File: config.mk
export PLATFORM = sky130hd
export DESIGN_NAME = pueo_trig_readout_sched
export DESIGN_NICKNAME = d
export VERILOG_FILES = /design/src/rtl/pueo_trig_readout_sched.sv
export SDC_FILE = /design/constraint.sdc
export NUM_CORES = 1
export LEC_CHECK = 0
export CAP_MARGIN = 0
export CORE_ASPECT_RATIO = 0.5
export CORE_UTILIZATION = 55
export CTS_CLUSTER_DIAMETER = 150
export DETAILED_ROUTE_END_ITERATION = 8
export PLACE_DENSITY = 0.81
export SLEW_MARGIN = 10
export SYNTH_ARGS = -nofsm -noshare
export SYNTH_HDL_FRONTEND = slang
export SYNTH_SLANG_ARGS = --single-unit
File: constraint.sdc
create_clock -name memclk_i -period 4 [get_ports memclk_i]
set_input_delay 0.4 -clock memclk_i [delete_from_list [all_inputs] [get_ports memclk_i]]
set_output_delay 0.4 -clock memclk_i [all_outputs]
set_load 0.01 [all_outputs]
File: src/rtl/pueo_trig_readout_sched.sv
// Trigger-time FIFO plus channel-major readout address sequencer for the signal buffer.
// Optional statistics counters are enabled by defining PUEO_TRIG_SCHED_STATS_EN.
module pueo_trig_readout_sched #(
   parameter int unsigned NCHAN           = 8,
   parameter int unsigned TRIGBIT         = 15,
   parameter int unsigned FIFO_DEPTH_LOG2 = 4,
   parameter int unsigned PRETRIG         = 512,
   parameter int unsigned READLEN         = 1024,
   localparam int unsigned CBITS          = (NCHAN > 1) ? $clog2(NCHAN) : 1
) (
   input  logic                       memclk_i,
   input  logic                       memclk_aresetn_i,
   input  logic                       sigbuf_start_i,
   input  logic                       sigbuf_stop_i,
   input  logic [TRIGBIT-1:0]         trig_time_i,
   input  logic                       trig_valid_i,
   output logic [TRIGBIT-1:0]         rd_addr_o,
   output logic [CBITS-1:0]           rd_chan_o,
   output logic                       rd_valid_o,
   input  logic                       rd_ready_i,
   output logic                       event_done_o,
   output logic                       running_o,
   output logic [FIFO_DEPTH_LOG2:0]   pending_o,
   output logic                       overflow_o
`ifdef PUEO_TRIG_SCHED_STATS_EN
   ,
   output logic [31:0]                trig_count_o,
   output logic [15:0]                drop_count_o
`endif
);

   localparam int unsigned DEPTH = 2 ** FIFO_DEPTH_LOG2;
   localparam int unsigned PW    = FIFO_DEPTH_LOG2;
   localparam int unsigned CW    = FIFO_DEPTH_LOG2 + 1;

   localparam logic [TRIGBIT-1:0] PRE       = TRIGBIT'(PRETRIG);
   localparam logic [TRIGBIT-1:0] BEAT_LAST = TRIGBIT'(READLEN - 1);
   localparam logic [CBITS-1:0]   CHAN_LAST = CBITS'(NCHAN - 1);
   localparam logic [CW-1:0]      FULL_CNT  = CW'(DEPTH);

   typedef enum logic [1:0] {IDLE, LOAD, READ, DONE} state_t;

   state_t             state, state_nxt;
   logic [TRIGBIT-1:0] fifo_mem [DEPTH];
   logic [PW-1:0]      wr_ptr, rd_ptr;
   logic               empty, full, push, pop, drop, accept;
   logic [TRIGBIT-1:0] head;
   logic [TRIGBIT-1:0] base, base_nxt, addr_nxt, beat, beat_nxt;
   logic [CBITS-1:0]   chan_nxt;
   logic               valid_nxt, done_nxt;

   assign empty  = (pending_o == '0);
   assign full   = (pending_o == FULL_CNT);
   assign pop    = (state == LOAD) && !sigbuf_stop_i;
   // A pop in the same cycle frees a slot, so a full FIFO can still accept
   assign push   = trig_valid_i && running_o && !sigbuf_stop_i && (!full || pop);
   assign drop   = trig_valid_i && running_o && !sigbuf_stop_i && full && !pop;
   assign accept = (state == READ) && rd_ready_i;
   assign head   = fifo_mem[rd_ptr];

   // State register
   always_ff @(posedge memclk_i or negedge memclk_aresetn_i) begin
      if (!memclk_aresetn_i) state <= IDLE;
      else                   state <= state_nxt;
   end

   // Next-state logic; stop aborts any event in flight
   always_comb begin
      state_nxt = state;
      if (sigbuf_stop_i) begin
         state_nxt = IDLE;
      end else begin
         unique case (state)
            IDLE: if (!empty && running_o) state_nxt = LOAD;
            LOAD: state_nxt = READ;
            READ: if (accept && (beat == BEAT_LAST) && (rd_chan_o == CHAN_LAST))
                     state_nxt = DONE;
            DONE: state_nxt = empty ? IDLE : LOAD;
            default: state_nxt = IDLE;
         endcase
      end
   end

   // Output / datapath next values; each channel restarts at the event base
   always_comb begin
      base_nxt  = base;
      addr_nxt  = rd_addr_o;
      beat_nxt  = beat;
      chan_nxt  = rd_chan_o;
      valid_nxt = (state_nxt == READ);
      done_nxt  = (state_nxt == DONE);
      if (state == LOAD) begin
         base_nxt = head;
         addr_nxt = head;
         beat_nxt = '0;
         chan_nxt = '0;
      end else if (accept) begin
         if (beat == BEAT_LAST) begin
            beat_nxt = '0;
            addr_nxt = base;
            chan_nxt = rd_chan_o + CBITS'(1);
         end else begin
            beat_nxt = beat + TRIGBIT'(1);
            addr_nxt = rd_addr_o + TRIGBIT'(1);
         end
      end
   end

   always_ff @(posedge memclk_i or negedge memclk_aresetn_i) begin
      if (!memclk_aresetn_i) begin
         base         <= '0;
         beat         <= '0;
         rd_addr_o    <= '0;
         rd_chan_o    <= '0;
         rd_valid_o   <= 1'b0;
         event_done_o <= 1'b0;
      end else begin
         base         <= base_nxt;
         beat         <= beat_nxt;
         rd_addr_o    <= addr_nxt;
         rd_chan_o    <= chan_nxt;
         rd_valid_o   <= valid_nxt;
         event_done_o <= done_nxt;
      end
   end

   // FIFO storage holds the pre-trigger start address, not the raw time
   always_ff @(posedge memclk_i) begin
      if (push) fifo_mem[wr_ptr] <= trig_time_i - PRE;
   end

   always_ff @(posedge memclk_i or negedge memclk_aresetn_i) begin
      if (!memclk_aresetn_i) begin
         wr_ptr    <= '0;
         rd_ptr    <= '0;
         pending_o <= '0;
      end else if (sigbuf_stop_i) begin
         wr_ptr    <= '0;
         rd_ptr    <= '0;
         pending_o <= '0;
      end else begin
         if (push) wr_ptr <= wr_ptr + PW'(1);
         if (pop)  rd_ptr <= rd_ptr + PW'(1);
         pending_o <= pending_o + CW'(push) - CW'(pop);
      end
   end

   // Run flag and sticky overflow; stop has priority over start
   always_ff @(posedge memclk_i or negedge memclk_aresetn_i) begin
      if (!memclk_aresetn_i) begin
         running_o  <= 1'b0;
         overflow_o <= 1'b0;
      end else if (sigbuf_stop_i) begin
         running_o  <= 1'b0;
         overflow_o <= 1'b0;
      end else begin
         if (sigbuf_start_i) running_o <= 1'b1;
         if (drop)           overflow_o <= 1'b1;
      end
   end

`ifdef PUEO_TRIG_SCHED_STATS_EN
   // Saturating statistics, cleared only by reset
   always_ff @(posedge memclk_i or negedge memclk_aresetn_i) begin
      if (!memclk_aresetn_i) begin
         trig_count_o <= '0;
         drop_count_o <= '0;
      end else begin
         if (push && (trig_count_o != '1)) trig_count_o <= trig_count_o + 32'd1;
         if (drop && (drop_count_o != '1)) drop_count_o <= drop_count_o + 16'd1;
      end
   end
`endif

endmodule

==> reports/metrics.cfg, run 1 <==
[cells_and_area]
antenna_cells = 0
design.final.nets = 953
synthToLayoutAreaGrowth_pct = 13.59
multi_input_area_um2 = 3816
finalNonFillerCells = 1238
n_fill_cell = 1546
finish.utilization_pct = 64.28
layout-drive-gt1-share_pct = 13.86
final-seq-area_um2 = 8887

[pwr]
vdd_ir_drop_max_mv = 0.3253
sw_frac_of_total_pct = 28.86
design_internal_power_mw = 6.030
p_sw_mw = 2.447
p_comb_share_pct = 22.7
cellLeakagePower_nw = 5.083
power.total_mw = 8.477
clock_power_share_pct = 30.7
p_seq_share_pct = 46.6
power.density_nw_per_um2 = 572.6

[synth]
synth-seq-cells = 307
syn_nets = 892
post_synth.cell_area_avg_um2 = 15.33
post_synth_and_or_nand_nor_area_fraction_pct = 7.584
synth_top_family_by_area = multiplexers
ys_dominant_reg_cell = sky130_fd_sc_hd__edfxtp_1
synth_top_cells_by_area = sky130_fd_sc_hd__edfxtp_1 (55%), sky130_fd_sc_hd__dfrtp_1 (13%), sky130_fd_sc_hd__mux4_2 (6.6%)
muxShareOfSynthArea_pct = 10.63
synth-xor-area-share_pct = 1.949
synthesis.instances = 850
post-synth-top-area-cell = sky130_fd_sc_hd__edfxtp_1
synth_common_cells = sky130_fd_sc_hd__edfxtp_1 (240), sky130_fd_sc_hd__dfrtp_1 (67), sky130_fd_sc_hd__nor2_1 (55)
synth_compound_gate_area_share_pct = 6.835
ys.warnings.count = 0
synth-async-reset-ratio_pct = 21.82
synth_top_area_share_pct = 55.29
syn_area_um2 = 13030
synth.lib_cells_used.distinct = 67
number_of_enable_flip_flop_cells_after_synthesis = 240
synth_most_common_cell = sky130_fd_sc_hd__edfxtp_1
yosys.area_share.adder_pct = 2.074
seq_area_frac_synth_pct = 68.16

[floorplanning]
std_cell_rows = 39
die_area_um2 = 24350
placeable_core_area_um2 = 23030
chipHeight_um = 110.9
io_pins = 48
die_width_um = 219.7
initial_utilization_pct = 56.59

[sta]
setup_repair_after_global_routing_missed_its_margin = false
finalHoldViolCount = 0
slew_headroom_pct = 24.81
setup_ws_ns = 0.7092
final_period_minus_worst_setup_slack_ns = 3.291
tightest_slew_ns = 1.124
fmaxAchievable_ghz = 0.3039
final-setup-viol-count = 0
report.final.slew_viol_count = 0
timing.clock.skew_ns = 0.02400
setup_tns_ns = 0
period_share_pct = 82.27

[clock_tree]
clkSinkCount = 307
cts.root.buffer_cell = sky130_fd_sc_hd__clkbuf_16
htree_num_levels = 1
count_of_cells_resized_by_post_cts_repair = 0
worst_skew_pair.late_latency_ns = 0.56
path_clk_slew_ns = 0.07
cts_tree = done
cts_hold_repair_buffers = 0
cts_setup_buffers = 0
cts-root-to-sink-buffers = 3
tritoncts.num_buffers = 27

[run]
drv.max_cap_violation_count = 0

[drt]
final_antenna_net_count = 0
drt-vias-per-instance = 6.254
detailedRoute.firstIterationViolations = 931
drc = 6
wl_per_cell_um = 23.60
totalWireLength_mm = 29.21
routed-via-count = 7743
dr.pass1.iters = 8

[worst_setup_path]
worst_ep_arrival_time_ns = 3.76
worstPathCellList = inv_1 -> ha_1 -> nor3b_1 -> a31oi_1 -> buf_4 -> nand2b_1 -> ha_1 -> inv_1 -> ha_1 -> fa_1 -> a21oi_1 -> nor2_1 -> or3_1 -> a21oi_1
crit_path_max_fanout = 8
crit_path_end = pending_o[4]
worstReg2RegEnd = pending_o[4]
reg2reg_slack_ns = 0.71
timing.reg2reg.worst_path_depth = 14
setup.worst_path.class = reg -> reg
cp-startpoint = pending_o[2]
critical-path-max-stage-delay_ns = 0.41
critical-path-slowest-cell = sky130_fd_sc_hd__fa_1
setup.worst_path.end_class = flip-flop
beginning_of_the_worst_register_to_register_path = pending_o[2]
timing.critical_path.required_ns = 4.47
timing.critical_path.from_type = flip-flop
critPathMostFrequentCell = sky130_fd_sc_hd__ha_1

[run_status]
status = finished with violations
violations = design-rule violations

[global_routing]
grt_usage_pct = 24.94
grt_pass1_wl_mm = 45.35
antenna_violations_before_repair = 0
grt-ovfl-total = 0
grt_pass1_vias = 7877
grt_max_degree = 49

[placement]
place_ws_ns = 0.5702
gp_congestion = 0.8312
port_buffers = 47
hpwlAfterDp_mm = 17.87
numPlacedInstances = 1189

[hold_path]
hold_path.class = in -> async

==> flip-flops by register name, summed over array words and instances, names as in the netlist <==
signal and cells:
fifo_mem 240, base 15, beat 15, rd_addr_o 15, pending_o 5, rd_ptr 4, wr_ptr 4, rd_chan_o 3
state 2, event_done_o 1, overflow_o 1, rd_valid_o 1, running_o 1
==> logic make-up (layout without fill, tap and decap cells) <==
| kind of cell | count (synthesis) | after routing |
|---|---|---|
| flip-flops | 307 | 307 |
| AND/OR/NAND/NOR | 193 | 193 |
| AO/OA/AOI/OAI | 132 | 132 |
| multiplexers | 90 | 90 |
| buffers and inverters | 78 | 159 |
| XOR/XNOR | 29 | 29 |
| adder cells (fa/ha/maj) | 21 | 21 |
==> power by group through the flow <==
stage	combinational (mW)	sequential, mW	clock, mW
global placement	1.83	3.99	0
finish	1.92	3.95	2.60
CTS	1.93	3.94	2.63
detailed placement	1.89	4.01	0
floorplan	1.34	3.92	0
global route	2.11	3.98	2.75
==> metrics by stage <==
step                hold WS (ns)  instance area [um^2]
floorplan                 0.1044                 13030
global placement          0.4602                 13920
detailed placement        0.4672                 13920
CTS                      0.02813                 14810
global route             0.07004                 14810
finish                  0.005537                 14810
==> layout by cell type (no fill, tap or decap), drive strengths merged, types with 6 or more instances in the layout <==
| master | count |
|---|---|
| o21ai | 34 |
| a22oi | 8 |
| a21o | 8 |
| mux4 | 38 |
| nand2 | 36 |
| edfxtp | 240 |
| dfrtp | 67 |
| and2 | 12 |
| and4 | 6 |
| ha | 20 |
| o31ai | 7 |
| inv | 36 |
| xnor2 | 13 |
| mux2i | 48 |
| clkdlybuf4s50 | 46 |
| nand2b | 7 |
| a21oi | 29 |
| a31oi | 8 |
| a211oi | 8 |
| nor3 | 15 |
| nor2b | 11 |
| buf | 29 |
| clkbuf | 34 |
| nand3 | 22 |
| nand4 | 8 |
| xor2 | 16 |
| clkinv | 9 |
| nor2 | 56 |
==> final cells by class <==
| class | count | share of cell area (%) |
|---|---|---|
| Timing Repair Buffer | 75 | 4.733 |
| Inverter | 35 | 0.8874 |
| Clock inverter | 15 | 0.9634 |
| Tap cell | 307 | 2.594 |
| Clock buffer | 34 | 5.020 |
| Multi-Input combinational cell | 465 | 25.78 |
| Sequential cell | 307 | 60.03 |
==> worst min-delay path by stage <==
stage | from | to | slack, ns | depth (start not counted)
finish | memclk_aresetn_i | overflow_o | 0.006 | 1
global route | memclk_aresetn_i | overflow_o | 0.07 | 1
detailed placement | base[14] | base[14] | 0.47 | 1
global placement | base[14] | base[14] | 0.46 | 1
floorplan | memclk_aresetn_i | base[0] | 0.10 | 0
CTS | memclk_aresetn_i | overflow_o | 0.03 | 1
==> critical path, delay by kind of cell (launching register included) <==
family | cells | cell delay, ns
adders and majority gates | 4 | 0.94
and+or+nand+nor | 4 | 1.08
buffers and inverters | 3 | 0.32
DFF | 1 | 0.40
AOI/OAI and AO/OA | 3 | 0.49
==> layer usage <==
metal  vias to the layer above  GRT usage (%)  wire, um
li1                       3353              -         -
met1                      3936          35.17     11790
met2                       395          40.04     14060
met3                        59          4.883      2687
met4                         0          6.621       677
met5                         -              0         0
Note: power is estimated with default switching activity, not from simulation.
==> inputs of run 2 (changes only) <==
==> constraint.sdc (replaced) <==
create_clock -name memclk_i -period 3.1 [get_ports memclk_i]
set_input_delay 0.31 -clock memclk_i [delete_from_list [all_inputs] [get_ports memclk_i]]
set_output_delay 0.31 -clock memclk_i [all_outputs]
set_load 0.01 [all_outputs]
==> run 2 against run 1 <==
  * Sequential share of layout area fell by 0.49 points
  * Critical path depth fell by 1
  * First-iteration DRC count rose by 7.1%
  * Routed wire length rose by 0.55%
  * Count of clock-buffer cells in the layout fell by 6
  * Register-to-register slack got worse by 0.47 ns
  * The flow still finishes with violations (design-rule violations)
  * Worst hold slack improved by 0.21 ns
  * Critical endpoint unchanged
  * Largest power group unchanged
  * Sequential cell count did not move
==> reports/metrics.cfg, run 2 (synthesis gave the netlist of run 1 again) <==
[run_status]
status = finished with violations
violations = design-rule violations

[drt]
detailedRoute.firstIterationViolations = 997  ; +7.1%
drc = 6  ; unchanged
totalWireLength_mm = 29.37  ; +0.55%
wl_per_cell_um = 23.33  ; -1.1%
dr.pass1.iters = 8  ; unchanged
routed-via-count = 7841  ; +1.3%
final_antenna_net_count = 0  ; unchanged
drt-vias-per-instance = 6.228  ; -0.42%

[run]
drv.max_cap_violation_count = 0  ; unchanged

[placement]
gp_congestion = 0.8745  ; +5.2%
numPlacedInstances = 1208  ; +1.6%
port_buffers = 47  ; unchanged
hpwlAfterDp_mm = 18.54  ; +3.8%

[cells_and_area]
antenna_cells = 0  ; unchanged
n_fill_cell = 1532  ; -0.91%
layout.cells.most_common = sky130_fd_sc_hd__edfxtp_1
finalNonFillerCells = 1259  ; +1.7%
mostFrequentLayoutCells = sky130_fd_sc_hd__edfxtp_1 (240), sky130_fd_sc_hd__dfrtp_1 (66), sky130_fd_sc_hd__nor2_1 (55)
layout-drive-gt1-share_pct = 15.86  ; +2.0 points
design.final.nets = 973  ; +2.1%
largest_register_ff_count = 240  ; unchanged
largest_register_by_flop_count = fifo_mem
synthToLayoutAreaGrowth_pct = 14.53

[global_routing]
grt_pass1_vias = 7860  ; -0.22%
grt_usage_pct = 24.53  ; -0.41 points
antenna_violations_before_repair = 0  ; unchanged
grt-ovfl-total = 0  ; unchanged
grt_max_degree = 49  ; unchanged
grt_pass1_wl_mm = 44.84  ; -1.1%

[floorplanning]
placeable_core_area_um2 = 23030  ; unchanged
io_pins = 48  ; unchanged
die_area_um2 = 24350  ; unchanged
initial_utilization_pct = 56.59  ; unchanged
std_cell_rows = 39  ; unchanged
die_width_um = 219.7  ; unchanged
chipHeight_um = 110.9  ; unchanged

[pwr]
power.density_nw_per_um2 = 731.3  ; +28%
vdd_ir_drop_max_mv = 0.5094  ; +57%
power.total_mw = 10.92  ; +29%
cellLeakagePower_nw = 5.179  ; +1.9%

[sta]
fmaxAchievable_ghz = 0.3492  ; +15%
finalHoldViolCount = 0  ; unchanged
final_period_minus_worst_setup_slack_ns = 2.864  ; -0.4271 ns
setup_tns_ns = 0  ; unchanged
final-setup-viol-count = 0  ; unchanged
report.final.slew_viol_count = 0  ; unchanged
setup_repair_after_global_routing_missed_its_margin = false
tightest_slew_ns = 0.9555  ; -0.1682 ns
slew_headroom_pct = 36.08  ; +11 points
hold_slack_ns = 0.2181  ; +0.2125 ns
timing.clock.skew_ns = 0.01492  ; -0.009078 ns
period_share_pct = 92.38  ; +10 points

[worst_setup_path]
critPathMostFrequentCell = sky130_fd_sc_hd__ha_1
setup.worst_path.end_class = flip-flop
critical-path-max-stage-delay_ns = 0.41  ; about the same
crit_path_max_fanout = 3  ; -5
worstPathCellList = inv_1 -> ha_1 -> nor3b_1 -> a31oi_1 -> nand2b_1 -> ha_1 -> inv_1 -> ha_1 -> fa_1 -> a21oi_1 -> nor2_1 -> or3_1 -> a21oi_1
critical-path-slowest-cell = sky130_fd_sc_hd__fa_1
timing.critical_path.required_ns = 3.57  ; -0.90 ns
setup.worst_path.class = reg -> reg
timing.critical_path.from_type = flip-flop
worst_ep_arrival_time_ns = 3.33  ; -0.43 ns

[clock_tree]
htree_num_levels = 1  ; unchanged
cts-root-to-sink-buffers = 3  ; unchanged
cts_tree = done
cts.root.buffer_cell = sky130_fd_sc_hd__clkbuf_16
worst_skew_pair.late_latency_ns = 0.56  ; about the same
tritoncts.num_buffers = 27  ; unchanged
clkSinkCount = 307  ; unchanged
path_clk_slew_ns = 0.07  ; about the same
cts_setup_buffers = 0  ; unchanged

[hold_path]
hold_path.class = in -> async

-- run 2: changes by cell type in the layout (fill, tap and decap cells not counted) --
cell	change
sky130_fd_sc_hd__clkbuf_1	-3
sky130_fd_sc_hd__dlygate4sd3_1	+1
sky130_fd_sc_hd__clkinv_2	+6
sky130_fd_sc_hd__clkbuf_16	-1
sky130_fd_sc_hd__clkinv_1	+1
sky130_fd_sc_hd__buf_4	+19
sky130_fd_sc_hd__clkbuf_8	-2
-- run 2: final cells by class --
cell class	instances	area, um^2	area share, %
clock buffer	28	679.4	4.551
inverter	35	131.4	0.8801
tap	307	384.1	2.573
clock inverter	22	176.4	1.182
timing repair buffer	95	853.3	5.716
sequential	307	8887	59.53
multi-input combinational	465	3816	25.56
-- run 2: path summary, 6_finish.rpt --
kind	startpoint	end	slack, ns	cells past startpoint
max reg2reg	pending_o[2]	pending_o[4]	0.24	13
max in group asynchronous	memclk_aresetn_i	rd_addr_o[1]	2.14	3
min in group memclk_i	sigbuf_start_i	running_o	0.32	3
min	memclk_aresetn_i	running_o	0.22	2
max	pending_o[2]	pending_o[4]	0.24	13
min reg2reg	base[11]	base[11]	0.49	1
-- run 2: power by group --
group,internal [mW],switching [mW]
Clock,1.77,1.51
Sequential,4.73,0.324
Combinational,1.21,1.37
Total,7.72,3.20
-- run 2: repair_timing --
| item | 4_1_cts | 5_1_grt |
|---|---|---|
| hold buffers | 1 | 0 |
| resized for setup | 0 | 0 |
| endpoints found under the hold margin | 14 | 0 |
-- run 2: worst max-delay path, delay by kind of cell, from the launching register on --
family | cells | cell delay [ns]
simple gates | 4 | 0.68
fa+ha+maj | 4 | 1.07
flops | 1 | 0.37
buf+inv | 2 | 0.11
compound gates | 3 | 0.56
-- run 2: routing by layer --
| metal | track usage, % | vias to the layer above | part of all wire, % |
|---|---|---|---|
| met4 | 8.046 | 0 | 2.4 |
| met1 | 35.06 | 3981 | 40 |
| met5 | 0 | - | 0 |
| met3 | 4.664 | 56 | 10 |
| li1 | - | 3405 | - |
| met2 | 38.28 | 399 | 47 |
-- run 2: stage by stage --
step	utilization, %	setup slack (ns)	cell area [um^2]
2_1_floorplan	-	-0.2349	13030
3_3_place_gp	61.06	0.2056	14060
3_5_place_dp	61.06	0.1269	14060
4_1_cts	64.81	0.2413	14930
5_1_grt	64.81	0.03318	14930
6_report	64.81	0.2362	14930
==> inputs of run 3 (changes only) <==
--- a/config.mk
+++ b/config.mk
@@ -7,10 +7,10 @@
 export LEC_CHECK = 0
 export CAP_MARGIN = 0
 export CORE_ASPECT_RATIO = 0.5
-export CORE_UTILIZATION = 55
+export CORE_UTILIZATION = 25
 export CTS_CLUSTER_DIAMETER = 150
 export DETAILED_ROUTE_END_ITERATION = 8
-export PLACE_DENSITY = 0.81
+export PLACE_DENSITY = 0.47
 export SLEW_MARGIN = 10
 export SYNTH_ARGS = -nofsm -noshare
 export SYNTH_HDL_FRONTEND = slang
==> run 3 against run 2 <==
  * The flow now finishes without violations
  * Die area grew 120%
  * Sequential cell count is the same
  * Routed wire length grew 9.4%
  * Critical path type unchanged
  * Core utilization shrank 34 points
  * Global-route usage shrank 12 points
  * Non-clock buffer count grew 6
  * Count of clock-buffer cells in the layout grew 11
  * First-iteration DRC count shrank 55%
  * Worst setup slack lost 0.026 ns
  * Highest routed layer unchanged
  * Power grew 3.3%
  * Sequential share of layout area shrank 2.5 points
  * Combinational power grew 4%
==> reports/metrics.cfg, run 3 (synthesis gave the netlist of run 1 again) <==
[worst_setup_path]
critical-path-slowest-cell = sky130_fd_sc_hd__fa_1
worstPathCellList = inv_1 -> ha_1 -> nor3b_1 -> a31oi_1 -> nand2b_1 -> ha_1 -> inv_1 -> ha_1 -> fa_1 -> a21oi_1 -> nor2_1 -> or3_1 -> a21oi_1
critPathMostFrequentCell = sky130_fd_sc_hd__ha_1
setup.worst_path.class = reg -> reg
setup.worst_path.end_class = flip-flop
critical-path-max-stage-delay_ns = 0.41  ; about the same
timing.critical_path.from_type = flip-flop
timing.critical_path.required_ns = 3.60  ; +0.03 ns
critPathTopFamily = adder cells
crit_path_max_fanout = 3  ; unchanged
path_buf_inv = 2  ; unchanged
worst_ep_arrival_time_ns = 3.39  ; +0.06 ns

[global_routing]
antenna_violations_before_repair = 0  ; unchanged
grt-ovfl-total = 0  ; unchanged
grt_pass1_wl_mm = 48.96  ; +9.2%
grt_pass1_vias = 7814  ; -0.59%
grt_usage_pct = 12.18  ; -12 points
grt_max_degree = 68  ; +39%

[sta]
final_period_minus_worst_setup_slack_ns = 2.889  ; +0.02571 ns
report.final.slew_viol_count = 0  ; unchanged
tightest_slew_ns = 1.131  ; +0.1752 ns
period_share_pct = 93.21  ; +0.83 points
timing.clock.skew_ns = 0.01558  ; +0.0006545 ns
setup_repair_after_global_routing_missed_its_margin = false
slew_headroom_pct = 24.36  ; -12 points
final-setup-viol-count = 0  ; unchanged
finalHoldViolCount = 0  ; unchanged
fmaxAchievable_ghz = 0.3461  ; -0.89%

[clock_tree]
cts_setup_buffers = 0  ; unchanged
cts-root-to-sink-buffers = 3  ; unchanged
cts.root.buffer_cell = sky130_fd_sc_hd__clkbuf_16
htree_num_levels = 1  ; unchanged
worst_skew_pair.late_latency_ns = 0.58  ; +0.02 ns
clkSinkCount = 307  ; unchanged
path_clk_slew_ns = 0.06  ; about the same
tritoncts.num_buffers = 31  ; +15%
cts_tree = done

[cells_and_area]
largest_register_by_flop_count = fifo_mem
stdcell_area_um2 = 15590  ; +4.4%
antenna_cells = 0  ; unchanged
synthToLayoutAreaGrowth_pct = 19.59
layout-drive-gt1-share_pct = 16.29  ; +0.42 points
design.final.nets = 983  ; +1.0%
n_fill_cell = 4971  ; +220%
layout.cells.most_common = sky130_fd_sc_hd__edfxtp_1
mostFrequentLayoutCells = sky130_fd_sc_hd__edfxtp_1 (240), sky130_fd_sc_hd__dfrtp_1 (65), sky130_fd_sc_hd__nor2_1 (55)
largest_register_ff_count = 240  ; unchanged

[floorplanning]
std_cell_rows = 58  ; +49%
chipHeight_um = 163.5  ; +47%
die_width_um = 324.9  ; +48%
placeable_core_area_um2 = 50870  ; +120%
io_pins = 48  ; unchanged
die_area_um2 = 53110  ; +120%
initial_utilization_pct = 25.62  ; -31 points

[pwr]
vdd_ir_drop_max_mv = 0.3957  ; -22%
power.total_mw = 11.28  ; +3.3%
cellLeakagePower_nw = 5.263  ; +1.6%
power.density_nw_per_um2 = 723.3  ; -1.1%

[placement]
post_dp_cell_area_um2 = 14620  ; +4.0%
gp_congestion = 0.7731  ; -12%
port_buffers = 47  ; unchanged
hpwlAfterDp_mm = 21.44  ; +16%

[drt]
dr.pass1.iters = 5  ; -3
final_antenna_net_count = 0  ; unchanged
totalWireLength_mm = 32.14  ; +9.4%
drc = 0  ; -6
wl_per_cell_um = 19.43  ; -17%
detailedRoute.firstIterationViolations = 445  ; -55%
routed-via-count = 7453  ; -4.9%
drt-vias-per-instance = 4.506  ; -28%

[run_status]
status = finished clean

[run]
drv.max_cap_violation_count = 0  ; unchanged

[hold_path]
hold_path.class = in -> async

-- run 3: what timing repair did --
item	4_1_cts	5_1_grt
resized for setup	0	0
hold buffers	1	0
endpoints found under the setup margin	0	1
hold endpoints to repair	67	0
-- run 3: path summary, 6_finish.rpt --
check	from	depth (start not counted)	to	slack [ns]
max reg2reg	pending_o[2]	13	pending_o[4]	0.21
min in group memclk_i	sigbuf_start_i	3	running_o	0.31
min	memclk_aresetn_i	3	pending_o[2]	0.27
max	pending_o[2]	13	pending_o[4]	0.21
min reg2reg	base[14]	1	base[14]	0.48
max in group asynchronous	memclk_aresetn_i	3	base[6]	2.48
-- run 3: metrics by stage --
| step | utilization [%] | cells | TNS [ns] | hold slack [ns] | setup slack, ns |
|---|---|---|---|---|---|
| floorplan | - | 850 | -14.10 | 0.01441 | -0.2349 |
| global placement | 28.73 | 1597 | 0 | 0.3564 | 0.1211 |
| detailed placement | 28.74 | 1597 | 0 | 0.3603 | 0.09687 |
| CTS | 30.64 | 1654 | 0 | 0.2790 | 0.2277 |
| global route | 30.64 | 1654 | 0 | 0.2945 | 0.003808 |
| finish | 30.64 | 1654 | 0 | 0.2653 | 0.2105 |
-- run 3: final cells by class --
type	count	area, um^2	area share, %
timing repair buffer	101	923.4	5.924
tap	690	863.3	5.539
inverter	35	131.4	0.8428
sequential	307	8889	57.02
clock inverter	17	151.4	0.9713
multi-input combinational	465	3824	24.53
clock buffer	39	805.8	5.169
-- run 3: worst min-delay path, delay by kind of cell --
family,cells,cell delay (ns)
buffers and inverters,3,0.95
-- run 3: report_power, final --
part	switching, mW	internal [mW]
Clock	1.58	2.01
Combinational	1.44	1.23
Sequential	0.283	4.74
-- run 3: metal layers --
layer	up-vias	wire length [um]	GRT usage, %
met5	-	0	0
met4	0	774	3.130
met3	49	1297	2.174
met2	131	15610	20.96
met1	3852	14450	15.87
li1	3421	-	-
